--- config.mk ---
export PLATFORM = sky130hd
export DESIGN_NAME = alu_share_arb
export DESIGN_NICKNAME = d
export VERILOG_FILES = /design/src/rtl/alu_share_arb.sv
export SDC_FILE = /design/constraint.sdc
export NUM_CORES = 1
export LEC_CHECK = 0
export CORE_ASPECT_RATIO = 1.4
export CORE_MARGIN = 4
export CORE_UTILIZATION = 37
export CTS_CLUSTER_SIZE = 14
export DETAILED_ROUTE_END_ITERATION = 10
export PLACE_DENSITY = 0.82
export SLEW_MARGIN = 10
export SYNTH_ARGS = -nofsm -noshare
export SYNTH_HDL_FRONTEND = slang
export SYNTH_SLANG_ARGS = --single-unit
--- constraint.sdc ---
create_clock -name clk -period 2 [get_ports clk]
set_input_delay 0.2 -clock clk [delete_from_list [all_inputs] [get_ports clk]]
set_output_delay 0.2 -clock clk [all_outputs]
set_load 0.005 [all_outputs]
--- src/rtl/alu_share_arb.sv ---
// Shares one combinational ALU between two requesters with a 3-state sequencer.
// ALU_ARB_RR_EN selects round-robin tie-break; undefined gives fixed req0 priority.
module alu_share_arb #(
    parameter int DATA_W = 32,
    parameter int CTRL_W = 4
) (
    input  logic              clk,
    input  logic              rst,

    input  logic              req0_valid,
    output logic              req0_ready,
    input  logic [DATA_W-1:0] req0_op1,
    input  logic [DATA_W-1:0] req0_op2,
    input  logic [CTRL_W-1:0] req0_ctrl,

    input  logic              req1_valid,
    output logic              req1_ready,
    input  logic [DATA_W-1:0] req1_op1,
    input  logic [DATA_W-1:0] req1_op2,
    input  logic [CTRL_W-1:0] req1_ctrl,

    output logic              rsp0_valid,
    input  logic              rsp0_ready,
    output logic [DATA_W-1:0] rsp0_data,

    output logic              rsp1_valid,
    input  logic              rsp1_ready,
    output logic [DATA_W-1:0] rsp1_data,

    output logic [DATA_W-1:0] alu_op1,
    output logic [DATA_W-1:0] alu_op2,
    output logic [CTRL_W-1:0] alu_ctrl,
    input  logic [DATA_W-1:0] alu_out,

    output logic              busy
);

    // state | meaning
    // IDLE  | arbitrate between requesters, accept one operation
    // EXEC  | registered operands drive the ALU, result captured at cycle end
    // RESP  | result presented to the owner until it takes it
    localparam logic [1:0] IDLE = 2'd0;
    localparam logic [1:0] EXEC = 2'd1;
    localparam logic [1:0] RESP = 2'd2;

    logic [1:0]        state;
    logic              owner;
    logic [DATA_W-1:0] op1_q;
    logic [DATA_W-1:0] op2_q;
    logic [CTRL_W-1:0] ctrl_q;
    logic [DATA_W-1:0] result_q;

    logic grant;
    logic idle_open;
    logic accept;
    logic rsp_take;

`ifdef ALU_ARB_RR_EN
    logic last_served;

    always_comb begin
        grant = !req0_valid;
        if (req0_valid && req1_valid) begin
            grant = !last_served;
        end
    end

    always_ff @(posedge clk) begin
        if (rst) begin
            last_served <= 1'b1;
        end else if (state == RESP && rsp_take) begin
            last_served <= owner;
        end
    end
`else
    always_comb begin
        grant = !req0_valid;
    end
`endif

    // Ready is held low during reset so no handshake can complete while rst is high.
    assign idle_open  = (state == IDLE) && !rst;
    assign req0_ready = idle_open && req0_valid && !grant;
    assign req1_ready = idle_open && req1_valid && grant;
    assign accept     = req0_ready || req1_ready;
    assign rsp_take   = owner ? rsp1_ready : rsp0_ready;

    always_ff @(posedge clk) begin
        if (rst) begin
            state    <= IDLE;
            owner    <= 1'b0;
            op1_q    <= '0;
            op2_q    <= '0;
            ctrl_q   <= '0;
            result_q <= '0;
        end else begin
            unique case (state)
                IDLE: begin
                    if (accept) begin
                        owner  <= grant;
                        op1_q  <= grant ? req1_op1  : req0_op1;
                        op2_q  <= grant ? req1_op2  : req0_op2;
                        ctrl_q <= grant ? req1_ctrl : req0_ctrl;
                        state  <= EXEC;
                    end
                end
                EXEC: begin
                    result_q <= alu_out;
                    state    <= RESP;
                end
                RESP: begin
                    if (rsp_take) begin
                        state <= IDLE;
                    end
                end
                default: state <= IDLE;
            endcase
        end
    end

    assign rsp0_valid = (state == RESP) && !owner;
    assign rsp1_valid = (state == RESP) && owner;
    assign rsp0_data  = rsp0_valid ? result_q : '0;
    assign rsp1_data  = rsp1_valid ? result_q : '0;

    assign alu_op1  = op1_q;
    assign alu_op2  = op2_q;
    assign alu_ctrl = ctrl_q;
    assign busy     = (state != IDLE);

endmodule

==> out/qor.yml, run 1 <==
status:
  status: "complete, but fails checks"
  violations: "setup timing"
detailed_routing:
  via_per_inst: 5.20
  routed-wl-met2_mm: 9.25
  routedWlPerCell_microns: 17.6
  met1Wirelength_mm: 6.25
  drtAntennaViolNets: 0
  via_count: 5114
  wl_met3_mm: 1.20
  highest_layer: "met4"
  wl_mm: 17.3
  drc: 0
  drt_first_pass_iters: 4
  drt_iter0_markers: 141
finish:
  final_cell_mix: "clkdlybuf4s50_1, a21oi_1, dfxtp_1"
  fin_cells: 984
  fin_nets: 1000
  drive_gt1_share_pct: 7.34
  areaGrowthSynthToFinish_pct: 78.2
  antenna_cells: 0
  final_common_cell: "clkdlybuf4s50_1"
clock_network:
  clk_latency_ns: 0.34
  cts.sinks: 103
  cts_inserted_buffers: 9
  cts_tree: "yes"
  path_clk_slew_ns: 0.06
  clockBufferDepth: 2
  cts_root_buf: "clkbuf_16"
  ctsHoldBuffers: 0
  h-tree-depth: 3
setup_path:
  cp_data_required_time_ns: 1.80
  reg2reg_from: "state[1]"
  worstPathMaxFanout: 16
  slowest_delay_ns: 0.50
  cpMaxStageDelayCell: "clkdlybuf4s50_1"
  cp-start-kind: "register"
  critical_path.cell_chain: "nor3b_4, buf_4, buf_16, and2_1, clkdlybuf4s50_1"
  cp.arrival_ns: 1.82
  critPathKind: "reg2out"
  startpoint: "state[1]"
  end_kind: "output pin"
timing:
  finalSetupTns_ns: -0.114
  drv_slew: 0
  fin_skew_ns: 0.00823
  fmax_ghz: 0.494
  setup_viol: 16
  slew_headroom_pct: 25.8
  period_share_pct: 101
  hold_viol: 0
  setup_ws_ns: -0.0245
  worstMarginPinSlew_ns: 1.11
  grt_setup_unrepaired: "true"
  period_minus_slack_ns: 2.02
grt:
  grt_first_pass_wirelength_mm: 25.8
  grt-ovfl-total: 0
  grt_use_total_pct: 21.4
  grt_pass1_vias: 5121
  antenna_found_initial: 0
  grt_max_degree: 103
place:
  io_buffers: 310
  post-dp-hpwl_mm: 12.8
  place_congestion: 0.783
  dp.cells: 957
floorplanning:
  chipWidth_microns: 104
  die_h_microns: 143
  rows: 49
  fp.coreArea_sq_um: 12800
  dieArea_sq_um: 14900
  io_pins: 311
  start_util_pct: 37.5
worst_hold_path:
  hold_start: "req0_valid"
  hold_class: "in2reg"
synth:
  yosysSeqAreaShare_pct: 42.9
  syn_inst: 539
  postSynthAreaPerCell_sq_um: 8.91
  synth.distinct_cells: 20
  synthTopCellsByArea: "dfxtp_1, mux2i_1, a21oi_1, a211oi_1, and2_1"
  ys_ff_latch: 103
  synthesis.nets: 713
  netlist_area_sq_um: 4800
  yosysTopAreaCellShare_pct: 42.9
  ys_warn_count: 0
  yosysTopAreaCell: "dfxtp_1"
pwr:
  p_leak_nw: 3.79
  cellPowerDensity_nw_per_um2: 655
  ir_drop_v: 0.000453
run:
  cap_violations: 0
-- Yosys cell counts --
cell type / n
a211oi_1: 59
a211oi_2: 10
a21oi_1: 102
and2_1: 66
and3b_1: 2
buf_1: 3
buf_2: 8
buf_6: 4
clkbuf_1: 41
dfxtp_1: 103
inv_1: 1
mux2i_1: 69
nand2_1: 64
nand2b_1: 1
nand3b_1: 1
nor2_1: 1
nor2b_1: 1
nor3_2: 1
nor3b_1: 1
or2_1: 1
-- critical path, delay by kind of cell, from the launching register on --
family                 cells  cell delay, ns
flip-flops                 1            0.37
AND/OR/NAND/NOR            2            0.33
buffers and inverters      3            0.79
-- where the power goes --
part / total [W] / internal (W) / switching (W) / leakage (nW)
Sequential: 0.00235 / 0.00224 / 0.000113 / 0.849
Combinational: 0.00139 / 0.000821 / 0.000569 / 2.79
Clock: 0.00187 / 0.00113 / 0.000738 / 0.156
-- per-layer routing --
| layer | up-vias | global-route usage, % |
|---|---|---|
| li1 | 2471 | - |
| met1 | 2371 | 21.5 |
| met2 | 232 | 41.0 |
| met3 | 40 | 5.61 |
| met4 | 0 | 10.0 |
| met5 | - | 0 |
-- layout make-up --
class | instances | area [sq um]
multi-input combinational | 379 | 2520
clock buffer | 11 | 243
sequential | 103 | 2070
clock inverter | 5 | 81.3
timing repair buffer | 332 | 3450
fill | 997 | 4250
tap | 153 | 191
inverter | 1 | 3.75
-- what timing repair did --
action | in CTS | in global routing
resized for setup | 18 | 30
setup buffers | 3 | 4
gates cloned | 2 | 2
pin swaps | 0 | 0
endpoints found under the setup margin | 66 | 57
-- sequential cells by signal (all words and copies together) (netlist names) --
signal	cells
alu_op2	32
state	2
result_q	32
alu_ctrl	4
alu_op1	32
owner	1
-- through the flow --
stage | area (sq um) | power (W) | worst slack (ns) | utilization [%] | hold WS [ns]
after global placement | 8000 | 0.00370 | 0.155 | 62.5 | 0.448
after CTS | 8420 | 0.00565 | -0.0266 | 65.7 | 0.111
after floorplan | 4800 | 0.00293 | 0.574 | - | 0.336
after global routing | 8560 | 0.00586 | -0.118 | 66.8 | 0.133
after detailed placement | 8000 | 0.00375 | 0.0247 | 62.5 | 0.455
final | 8560 | 0.00561 | -0.0245 | 66.8 | 0.134
-- cells by family after synthesis --
family | count (synthesis) | share of synthesized area, %
compound gates | 171 | 22.5
mux | 69 | 14.4
flops | 103 | 42.9
simple gates | 139 | 15.0
buf+inv | 57 | 5.29
-- path summary, 6_finish.rpt --
check,cells after the start,slack [ns],endpoint
worst max-delay path,5,-0.02,rsp0_data[31]
worst min-delay path,2,0.13,owner
worst max register to register,4,0.40,alu_op1[21]
worst min register to register,2,0.46,result_q[27]
No activity file was read; power rests on OpenSTA's default activity.
==> run 2: changes to the inputs <==
==> config.mk (replaced) <==
export PLATFORM = sky130hd
export DESIGN_NAME = alu_share_arb
export DESIGN_NICKNAME = d
export VERILOG_FILES = /design/src/rtl/alu_share_arb.sv
export SDC_FILE = /design/constraint.sdc
export NUM_CORES = 1
export LEC_CHECK = 0
export CORE_MARGIN = 4
export CORE_UTILIZATION = 38
export CTS_BUF_LIST = sky130_fd_sc_hd__clkbuf_8
export CTS_CLUSTER_SIZE = 14
export DETAILED_ROUTE_END_ITERATION = 10
export PLACE_DENSITY = 0.84
export SYNTH_ARGS = -nofsm -noshare
export SYNTH_HDL_FRONTEND = slang
export SYNTH_SLANG_ARGS = --single-unit
==> out/qor.yml, run 2 (same netlist as run 1, synthesis figures left out) <==
setup_path:
  critical_path.cell_chain: "nor3b_4, buf_12, and2_1, clkdlybuf4s50_1"
  reg2reg_setup_slack_ns: 0.14  # -0.26 ns
  startpoint: "owner"
  critPathKind: "reg2out"
  cp_data_required_time_ns: 1.80  # about the same
  critPathTopFamily: "buffers and inverters"
  slowest_delay_ns: 0.52  # +0.02 ns
  path_depth: 4  # -1
  r2r-end: "alu_ctrl[3]"
  cpMaxStageDelayCell: "clkdlybuf4s50_1"
  path_buf_inv: 2  # -1
  reg2reg_from: "state[1]"
  worstPathMaxFanout: 17  # +1
  crit_path_end: "rsp0_data[5]"
  rr_worst_depth: 7  # +3
  cp-start-kind: "register"
  cp.arrival_ns: 1.80  # -0.02 ns
  end_kind: "output pin"
detailed_routing:
  routedWlPerCell_microns: 17.7  # +0.50%
  wl_mm: 17.6  # +1.6%
  via_count: 5115  # +0.020%
  drc: 0  # unchanged
  drt_iter0_markers: 303  # +110%
  drt_first_pass_iters: 4  # unchanged
  drtAntennaViolNets: 0  # unchanged
  via_per_inst: 5.14  # -1.1%
timing:
  setup_viol: 1  # -15
  grt_setup_unrepaired: "true"
  slew_headroom_pct: 22.0  # -3.8 points
  period_share_pct: 100  # -1.0 points
  setup_ws_ns: -0.00380  # +0.0207 ns
  drv_slew: 0  # unchanged
  fin_skew_ns: 0.0192  # +0.0110 ns
  fmax_ghz: 0.499  # +1.0%
  finalSetupTns_ns: -0.00380  # +0.110 ns
  worstMarginPinSlew_ns: 1.17  # +0.0570 ns
  holdWs_ns: 0.118  # -0.0162 ns
  hold_viol: 0  # unchanged
  period_minus_slack_ns: 2.00  # -0.0207 ns
finish:
  drive_gt1_share_pct: 6.65  # -0.69 points
  fin_cells: 995  # +1.1%
  final_common_cell: "clkdlybuf4s50_1"
  antenna_cells: 0  # unchanged
  fin_nets: 997  # -0.30%
  areaGrowthSynthToFinish_pct: 72.7
  final_cell_mix: "clkdlybuf4s50_1, a21oi_1, dfxtp_1"
clock_network:
  cts_tree: "yes"
  clockBufferDepth: 2  # unchanged
  cts_root_buf: "clkbuf_8"
  h-tree-depth: 3  # unchanged
  path_clk_slew_ns: 0.08  # +0.02 ns
  clk_latency_ns: 0.35  # about the same
  ctsHoldBuffers: 0  # unchanged
  cts.sinks: 103  # unchanged
  cts_inserted_buffers: 9  # unchanged
floorplanning:
  fp.coreArea_sq_um: 12200  # -4.7%
  io_pins: 311  # unchanged
  rows: 40  # -18%
  dieArea_sq_um: 14500  # -2.6%
  start_util_pct: 39.3  # +1.8 points
  chipWidth_microns: 120  # +15%
  die_h_microns: 120  # -16%
status:
  violations: "setup timing"
  status: "complete, but fails checks"
run:
  cap_violations: 0  # unchanged
place:
  place_congestion: 0.794  # +1.4%
  dp.cells: 973  # +1.7%
  post-dp-hpwl_mm: 12.9  # +0.94%
  io_buffers: 310  # unchanged
pwr:
  p_leak_nw: 3.65  # -3.7%
  ir_drop_v: 0.000395  # -13%
  cellPowerDensity_nw_per_um2: 587  # -10%
grt:
  antenna_found_initial: 0  # unchanged
  grt_pass1_vias: 4979  # -2.8%
  grt_max_degree: 103  # unchanged
  grt_first_pass_wirelength_mm: 25.7  # -0.10%
  grt-ovfl-total: 0  # unchanged
  grt_use_total_pct: 22.1  # +0.66 points
worst_hold_path:
  hold_class: "in2reg"
-- run 2: area by class of cell --
type	count	area (sq um)
timing repair buffer	329	3330
tap	168	210
inverter	1	3.75
sequential	103	2070
clock buffer	10	138
fill	1005	3920
clock inverter	5	36.3
multi-input combinational	379	2510
-- run 2: worst register-to-register path, delay by kind of cell (launching register included) --
kind,cells,cell delay (ns)
and+or+nand+nor,2,0.45
buffers and inverters,4,0.72
AOI/OAI and AO/OA,1,0.19
DFF,1,0.34
-- run 2: power breakdown --
part | switching (W) | leakage, nW | internal (W) | total [W]
Combinational | 0.000564 | 2.72 | 0.000803 | 0.00137
Clock | 0.000675 | 0.0858 | 0.000480 | 0.00116
Sequential | 0.000113 | 0.849 | 0.00224 | 0.00235
Total | 0.00135 | 3.65 | 0.00352 | 0.00487
-- run 2: per-stage QoR --
stage,cell area [sq um],power (W),util (%),worst slack [ns]
6_report,8300,0.00487,67.9,-0.00380
5_1_grt,8300,0.00512,67.9,-0.0770
4_1_cts,8160,0.00489,66.8,-0.0597
3_5_place_dp,8000,0.00374,65.5,0.102
3_3_place_gp,8000,0.00369,65.5,0.176
2_1_floorplan,4800,0.00293,-,0.574
-- run 2: worst min-delay path by stage --
stage / from / end / cells after the start
finish: req0_valid / owner / 2
global route: req0_valid / owner / 2
CTS: req0_valid / owner / 2
detailed placement: result_q[23] / result_q[23] / 2
global placement: result_q[10] / result_q[10] / 2
floorplan: alu_out[0] / result_q[0] / 2
-- run 2: routing by layer --
metal	up-vias	routed length, microns	global-route usage (%)
met5	-	0	0
met4	0	309	5.52
met3	24	1720	8.09
met2	252	9170	40.7
met1	2371	6380	23.8
li1	2468	-	-
-- run 2: repair_timing --
item                                    in CTS  in global routing
pin swaps                                    2                  2
setup buffers                                1                  4
endpoints found under the setup margin      66                 36
gates cloned                                 0                  2
resized for setup                           39                 23
